`src/rtl/lzc_share_arb.sv`:
```
// Round-robin arbiter sharing one pipelined leading-zero counter among N requesters.
// Latency: transfer at edge E -> rsp_valid after edge E+LZC_LATENCY+1; grant is combinational, no response back-pressure.
// Optional perf counters (issue_cnt, idle_cnt, perf_clr) under LZC_SHARE_ARB_PERF_EN.
module lzc_share_arb #(
    parameter int N           = 4,
    parameter int SIZE        = 64,
    parameter int OUT_SIZE    = $clog2(SIZE + 1),
    parameter int LZC_LATENCY = 3,
    parameter int ID_W        = (N > 1) ? $clog2(N) : 1
) (
    input  logic                clk,
    input  logic                rst_n,
    input  logic                issue_en,
    input  logic [N-1:0]        req_valid,
    output logic [N-1:0]        req_ready,
    input  logic [N*SIZE-1:0]   req_data,
    output logic [SIZE-1:0]     lzc_din,
    input  logic [OUT_SIZE-1:0] lzc_dout,
    output logic                rsp_valid,
    output logic [ID_W-1:0]     rsp_id,
    output logic [OUT_SIZE-1:0] rsp_count,
    output logic                busy
`ifdef LZC_SHARE_ARB_PERF_EN
    ,
    input  logic                perf_clr,
    output logic [31:0]         issue_cnt,
    output logic [31:0]         idle_cnt
`endif
);

    logic [ID_W-1:0]     rr_ptr_q, rr_ptr_d;
    logic [SIZE-1:0]     lzc_din_q, lzc_din_d;
    logic                rsp_valid_q, rsp_valid_d;
    logic [ID_W-1:0]     rsp_id_q, rsp_id_d;
    logic [OUT_SIZE-1:0] rsp_count_q, rsp_count_d;

    // Stage 0 rides alongside lzc_din; stage LZC_LATENCY lines up with lzc_dout.
    logic [LZC_LATENCY:0]            tag_vld_q, tag_vld_d;
    logic [LZC_LATENCY:0][ID_W-1:0]  tag_id_q, tag_id_d;

    logic [SIZE-1:0] req_op [N];
    logic            gnt_found;
    logic [ID_W-1:0] gnt_id;
    logic [ID_W:0]   scan_sum;
    logic            xfer;

    for (genvar g = 0; g < N; g++) begin : g_op
        assign req_op[g] = req_data[g*SIZE +: SIZE];
    end

    always_comb begin
        gnt_found = 1'b0;
        gnt_id    = '0;
        scan_sum  = '0;
        req_ready = '0;
        for (int k = 0; k < N; k++) begin
            scan_sum = {1'b0, rr_ptr_q} + (ID_W+1)'(k);
            if (scan_sum >= (ID_W+1)'(N)) begin
                scan_sum = scan_sum - (ID_W+1)'(N);
            end
            if (!gnt_found && req_valid[scan_sum[ID_W-1:0]]) begin
                gnt_found = 1'b1;
                gnt_id    = scan_sum[ID_W-1:0];
            end
        end
        if (issue_en && gnt_found) begin
            req_ready[gnt_id] = 1'b1;
        end
    end

    assign xfer = issue_en & gnt_found;

    always_comb begin
        rr_ptr_d    = rr_ptr_q;
        lzc_din_d   = lzc_din_q;
        if (xfer) begin
            rr_ptr_d  = ({1'b0, gnt_id} == (ID_W+1)'(N - 1)) ? '0 : gnt_id + 1'b1;
            lzc_din_d = req_op[gnt_id];
        end
        tag_vld_d   = {tag_vld_q[LZC_LATENCY-1:0], xfer};
        tag_id_d    = {tag_id_q[LZC_LATENCY-1:0], (xfer ? gnt_id : {ID_W{1'b0}})};
        rsp_valid_d = tag_vld_q[LZC_LATENCY];
        rsp_id_d    = tag_id_q[LZC_LATENCY];
        rsp_count_d = tag_vld_q[LZC_LATENCY] ? lzc_dout : rsp_count_q;
    end

    // Clearing the tags on reset is what discards ops still inside the unreset LZC.
    always_ff @(posedge clk or negedge rst_n) begin
        if (!rst_n) begin
            rr_ptr_q    <= '0;
            lzc_din_q   <= '0;
            tag_vld_q   <= '0;
            tag_id_q    <= '0;
            rsp_valid_q <= 1'b0;
            rsp_id_q    <= '0;
            rsp_count_q <= '0;
        end else begin
            rr_ptr_q    <= rr_ptr_d;
            lzc_din_q   <= lzc_din_d;
            tag_vld_q   <= tag_vld_d;
            tag_id_q    <= tag_id_d;
            rsp_valid_q <= rsp_valid_d;
            rsp_id_q    <= rsp_id_d;
            rsp_count_q <= rsp_count_d;
        end
    end

    assign lzc_din   = lzc_din_q;
    assign rsp_valid = rsp_valid_q;
    assign rsp_id    = rsp_id_q;
    assign rsp_count = rsp_count_q;
    assign busy      = (|tag_vld_q) | rsp_valid_q;

`ifdef LZC_SHARE_ARB_PERF_EN
    logic [31:0] issue_cnt_q, issue_cnt_d;
    logic [31:0] idle_cnt_q, idle_cnt_d;

    always_comb begin
        issue_cnt_d = issue_cnt_q;
        idle_cnt_d  = idle_cnt_q;
        if (perf_clr) begin
            issue_cnt_d = '0;
            idle_cnt_d  = '0;
        end else begin
            if (xfer && !(&issue_cnt_q)) begin
                issue_cnt_d = issue_cnt_q + 32'd1;
            end
            if ((|req_valid) && !issue_en && !(&idle_cnt_q)) begin
                idle_cnt_d = idle_cnt_q + 32'd1;
            end
        end
    end

    always_ff @(posedge clk or negedge rst_n) begin
        if (!rst_n) begin
            issue_cnt_q <= '0;
            idle_cnt_q  <= '0;
        end else begin
            issue_cnt_q <= issue_cnt_d;
            idle_cnt_q  <= idle_cnt_d;
        end
    end

    assign issue_cnt = issue_cnt_q;
    assign idle_cnt  = idle_cnt_q;
`endif

endmodule

```
`config.mk`:
```
export PLATFORM = sky130hd
export DESIGN_NAME = lzc_share_arb
export DESIGN_NICKNAME = d
export VERILOG_FILES = /design/src/rtl/lzc_share_arb.sv
export SDC_FILE = /design/constraint.sdc
export NUM_CORES = 1
export LEC_CHECK = 0
export ABC_AREA = 1
export CORE_MARGIN = 8
export CORE_UTILIZATION = 36
export DETAILED_ROUTE_END_ITERATION = 12
export PLACE_DENSITY = 0.79
export SYNTH_ARGS = -nofsm -noshare
export SYNTH_HDL_FRONTEND = slang
export SYNTH_SLANG_ARGS = --single-unit
export TNS_END_PERCENT = 50
```
`constraint.sdc`:
```
create_clock -name clk -period 1.9 [get_ports clk]
set_input_delay 0.38 -clock clk [delete_from_list [all_inputs] [get_ports clk]]
set_output_delay 0.38 -clock clk [all_outputs]
set_load 0.02 [all_outputs]
```
# After elaboration in Yosys (flattened, before gate mapping)
# Index checks and enable logic that the tools add are counted.
# totals
ff_bits,88
romBits,0
wordCells,70
ramBits,0
mem_count,0
in_bits,270
latchBits,0
out_inout_bits,79
# op_classes
n_eq_ne,1
mux,28
mul,0
div,0
addsub,8
n_reduce_logical,9
n_bitwise,3
shifts,0
magnitude_cmp,11
# op_table
cell,n
$bmux 64 s2,1
$mux 64,2
$mux 2,10
$lt 2x3->1 const B,5
$ge 3x3->1 const B,4
$mux 1,9
$bmux 1 s2,4
$sub 2x1->2 const B,4
$add 2x2->3 const B,2
$logic_and 1x1->1,5
$mux 4,1
$reduce_or 4->1,1
$add 2x1->3 const B,1
$ge 2x3->1 const B,1
$logic_not 1->1,3
$not 2->3,1
$add 2x1->2 const B,1
$demux 1 s2,1
$eq 2x2->1 const B,1
$ge 2x1->1 const B,1
$and 1x1->1,1
$or 1x1->1,1

# Logic depth before layout (Yosys ltp)
# logic_depth
word_depth,19
mapped_depth,16
ltp_nobuf,14

# Least setup slack after synthesis
# No wires, ideal clock.
# synth_path
path_kind,reg2out
startpoint,register rr_ptr_q[0]
endpoint,output req_ready[3]
slack_ns,-0.485
required_time_ns,1.520
n_path_buf,3
stages_incl_launch_ff,11
t_arrival_ns,2.005
path_cell_list,dfrtp_1 -> buf_4 -> nand2_1 -> nand2_2 -> o21ai_1 -> nand3_1 -> nand2_2 -> nand2_2 -> buf_6 -> buf_2 -> nor3_1
# synth_via
elab_chain_len,19
elab_cells_between_ends,44
cone_classes,add/sub (7); order compare (6); mux (23); reduce/logical (8)
# synth_rtl
element,line,source
start: declaration,31,"logic [ID_W-1:0] rr_ptr_q, rr_ptr_d;"
start signal: assignment,98,rr_ptr_q <= rr_ptr_d;
branches (longest 18 deep; another with $add 2x1->3),n/a,
$mux 4 *,66,if (issue_en && gnt_found) begin
end: declaration,15,"output logic [N-1:0] req_ready,"
# Every way passes the cells marked *. The select of a mux whose other input is x is not followed.

# Worst setup path in the final report
# layout_path
startpoint,register rr_ptr_q[0]
endpoint,output req_ready[0]
# Same word-level chain as after synthesis.

==> results.toml <==
[synthesis]
synth_fp_nets = 1260
yosys.area.top_type = "dfrtp_1"
ys_types = 22
yosysWarnings = 0
synth-seq-cells = 88
syn_area_sq_um = 6170
synth_top_area_frac = 0.357
yosysSeqAreaShare = 0.357
ys_top_cells_by_area = "dfrtp_1 (36%), nand2_1 (22%), nand3_1 (16%)"
synth_area_per_cell_sq_um = 6.23
syn_inst = 990

[power]
fin_total_pwr_mw = 20.6
power_density_nw_per_um2 = 1880
total_leakage_power_nw = 5.78
ir_drop_mv = 1.45

[layout]
final_util = 0.642
diodes = 0
final_cell_mix = "clkdlybuf4s50_1 (342), nand2_1 (337), inv_1 (229)"
layout.cells.non_filler = 1589
syn2layout_area_growth_pct = 77.4
nNetsFinal = 1629
final_layout_size_suffix_gt1_frac = 0.102
layout_commonest_cell = "clkdlybuf4s50_1"

[critical_path]
crit_top_cell = "buf_6"
startpoint_type = "register"
critPathMaxStageDelay_ns = 0.46
worst-path-buf-inv = 5
critPathLaunch = "rr_ptr_q[0]"
crit_path_end_kind = "output port"
path_delay_family = "buffers and inverters"
r2r_start = "rr_ptr_q[0]"
required_ns = 1.52
slowest_stage = "dfrtp_2"
worst_ep_arrival_time_ns = 2.14
crit_type = "register to output port"
cp_max_fo = 5
cp_cell_sequence = "buf_6, nand2_4, nand2_4, nand2_1, o21ai_2, buf_4, o21ai_4, buf_6, inv_2, nand2_2, nor2_4, buf_6"

[sta]
min_period_ns = 2.52
clock.fmax_mhz = 397
final_hold_viol_count = 0
rsz0062_at_grt = "true"
slew_violations = 0
finalSetupViolCount = 69
slew_headroom = 0.684
final.period_utilization = 1.33
finClkSkew_ns = 0.00944
tightestPinTransition_ns = 0.474
worst_slack_ns = -0.622

[routing]
viasPerCell = 4.69
first_pass_iters = 5
via_count = 7458
drc_errors = 0
ant_nets = 0
finalWirelength_um = 25300
drt_iter0_markers = 337
wire_per_inst_um = 15.9

[grt]
gr-total-overflow = 0
grt_pass1_vias = 7365
grt_start_max_net_pins = 83
groute.usage.overall = 0.225
antenna_found_initial = 0
grt_first_pass_wirelength_um = 38800

[clock_tree]
cts_max_path_buffers = 2
numCtsBuffers = 9
cts_tree = "built"
clk_pin_slew_ns = 0.07
clkLatencyLatePin_ns = 0.36
cts_root_buf = "clkbuf_16"
clkSinkCount = 88
htree_levels = 3

[die]
die_y_um = 147
rows = 48
ios = 349
die_x_um = 147
initial_core_util = 0.362
core-area_sq_um = 17100
die-area_sq_um = 21600

[outcome]
status = "complete, but fails checks"
violations = "negative setup slack"

[hold_path]
worstHoldStart = "tag_id_d[2]"
min_path_type = "register to register"

[placed_design]
dp.cells = 1540
dp_hpwl_um = 18500
numPortBuffers = 348
gp_congestion = 0.870

[flow_run]
cap_violations = 0
==> final timing paths <==
| path | end | slack, ns | depth (start not counted) |
|---|---|---|---|
| max | req_ready[0] | -0.62 | 12 |
| min reg2reg | tag_id_d[4] | 0.35 | 0 |
| max reg2reg | lzc_din[32] | -0.47 | 15 |
| min | tag_id_d[4] | 0.35 | 0 |
| max in group asynchronous | rr_ptr_q[1] | 0.84 | 3 |
| min in group asynchronous | rsp_count[2] | 0.39 | 2 |
==> repair_timing <==
action,in CTS,in global routing
pin swaps,13,11
endpoints found under the hold margin,6,0
endpoints found under the setup margin,73,72
gates resized for setup,76,23
buffers inserted,19,5
hold buffers,1,0
cloned,7,1
==> flip-flops by register name, indices dropped and copies added (netlist names) <==
signal,cells
lzc_din,64
rr_ptr_q,2
rsp_count,7
rsp_id,2
rsp_id_d,2
rsp_valid,1
tag_id_d,6
tag_vld_q,4
==> worst register-to-register path: cells and delay by family (launching register included) <==
kind            cells  cell delay (ns)
simple gates        8             0.89
flops               1             0.46
buf+inv             6             0.81
compound gates      1             0.15
==> cells in the mapped netlist (all sizes together) <==
library cell and instances:
mux2 7, o211ai 35, dfrtp 88, a21boi 1, inv 236, nand3 193
nor2 10, nor3 2, a21oi 1, clkbuf 14, nand2 357, o21ai 3
buf 43
==> routing by layer <==
metal / global-route usage / part of all wire
met2: 0.397 / 0.49
met1: 0.252 / 0.39
met5: 0 / 0
met3: 0.0603 / 0.084
met4: 0.0943 / 0.034
==> final cells by class <==
type / instances / area [sq um]
fill: 1488 / 6110
timing repair buffer: 415 / 4350
multi-input combinational: 609 / 2910
sequential: 88 / 2200
inverter: 236 / 898
tap: 225 / 282
clock buffer: 9 / 225
clock inverter: 7 / 75.1
==> through the flow <==
step / cell area [sq um] / hold WS [ns] / TNS (ns) / setup slack (ns)
final: 10900 / 0.350 / -24.72 / -0.622
after global routing: 10900 / 0.355 / -36.20 / -0.721
after CTS: 10800 / 0.352 / -23.08 / -0.575
after detailed placement: 9970 / 0.203 / -54.38 / -0.973
after global placement: 9970 / 0.201 / -50.63 / -0.930
after floorplan: 6230 / 0.0844 / -0.499 / -0.163
==> where the power goes <==
group | internal, mW | switching (mW)
Sequential | 2.81 | 0.479
Clock | 0.934 | 0.886
Combinational | 6.92 | 8.56
Total | 10.7 | 9.92
==> cell families after synthesis <==
group / count (synthesis) / share of synthesized area
AO/OA/AOI/OAI: 40 / 0.0489
buffers and inverters: 293 / 0.194
flip-flops: 88 / 0.357
multiplexers: 7 / 0.0128
AND/OR/NAND/NOR: 562 / 0.387
No activity file was read; power rests on OpenSTA's default activity.
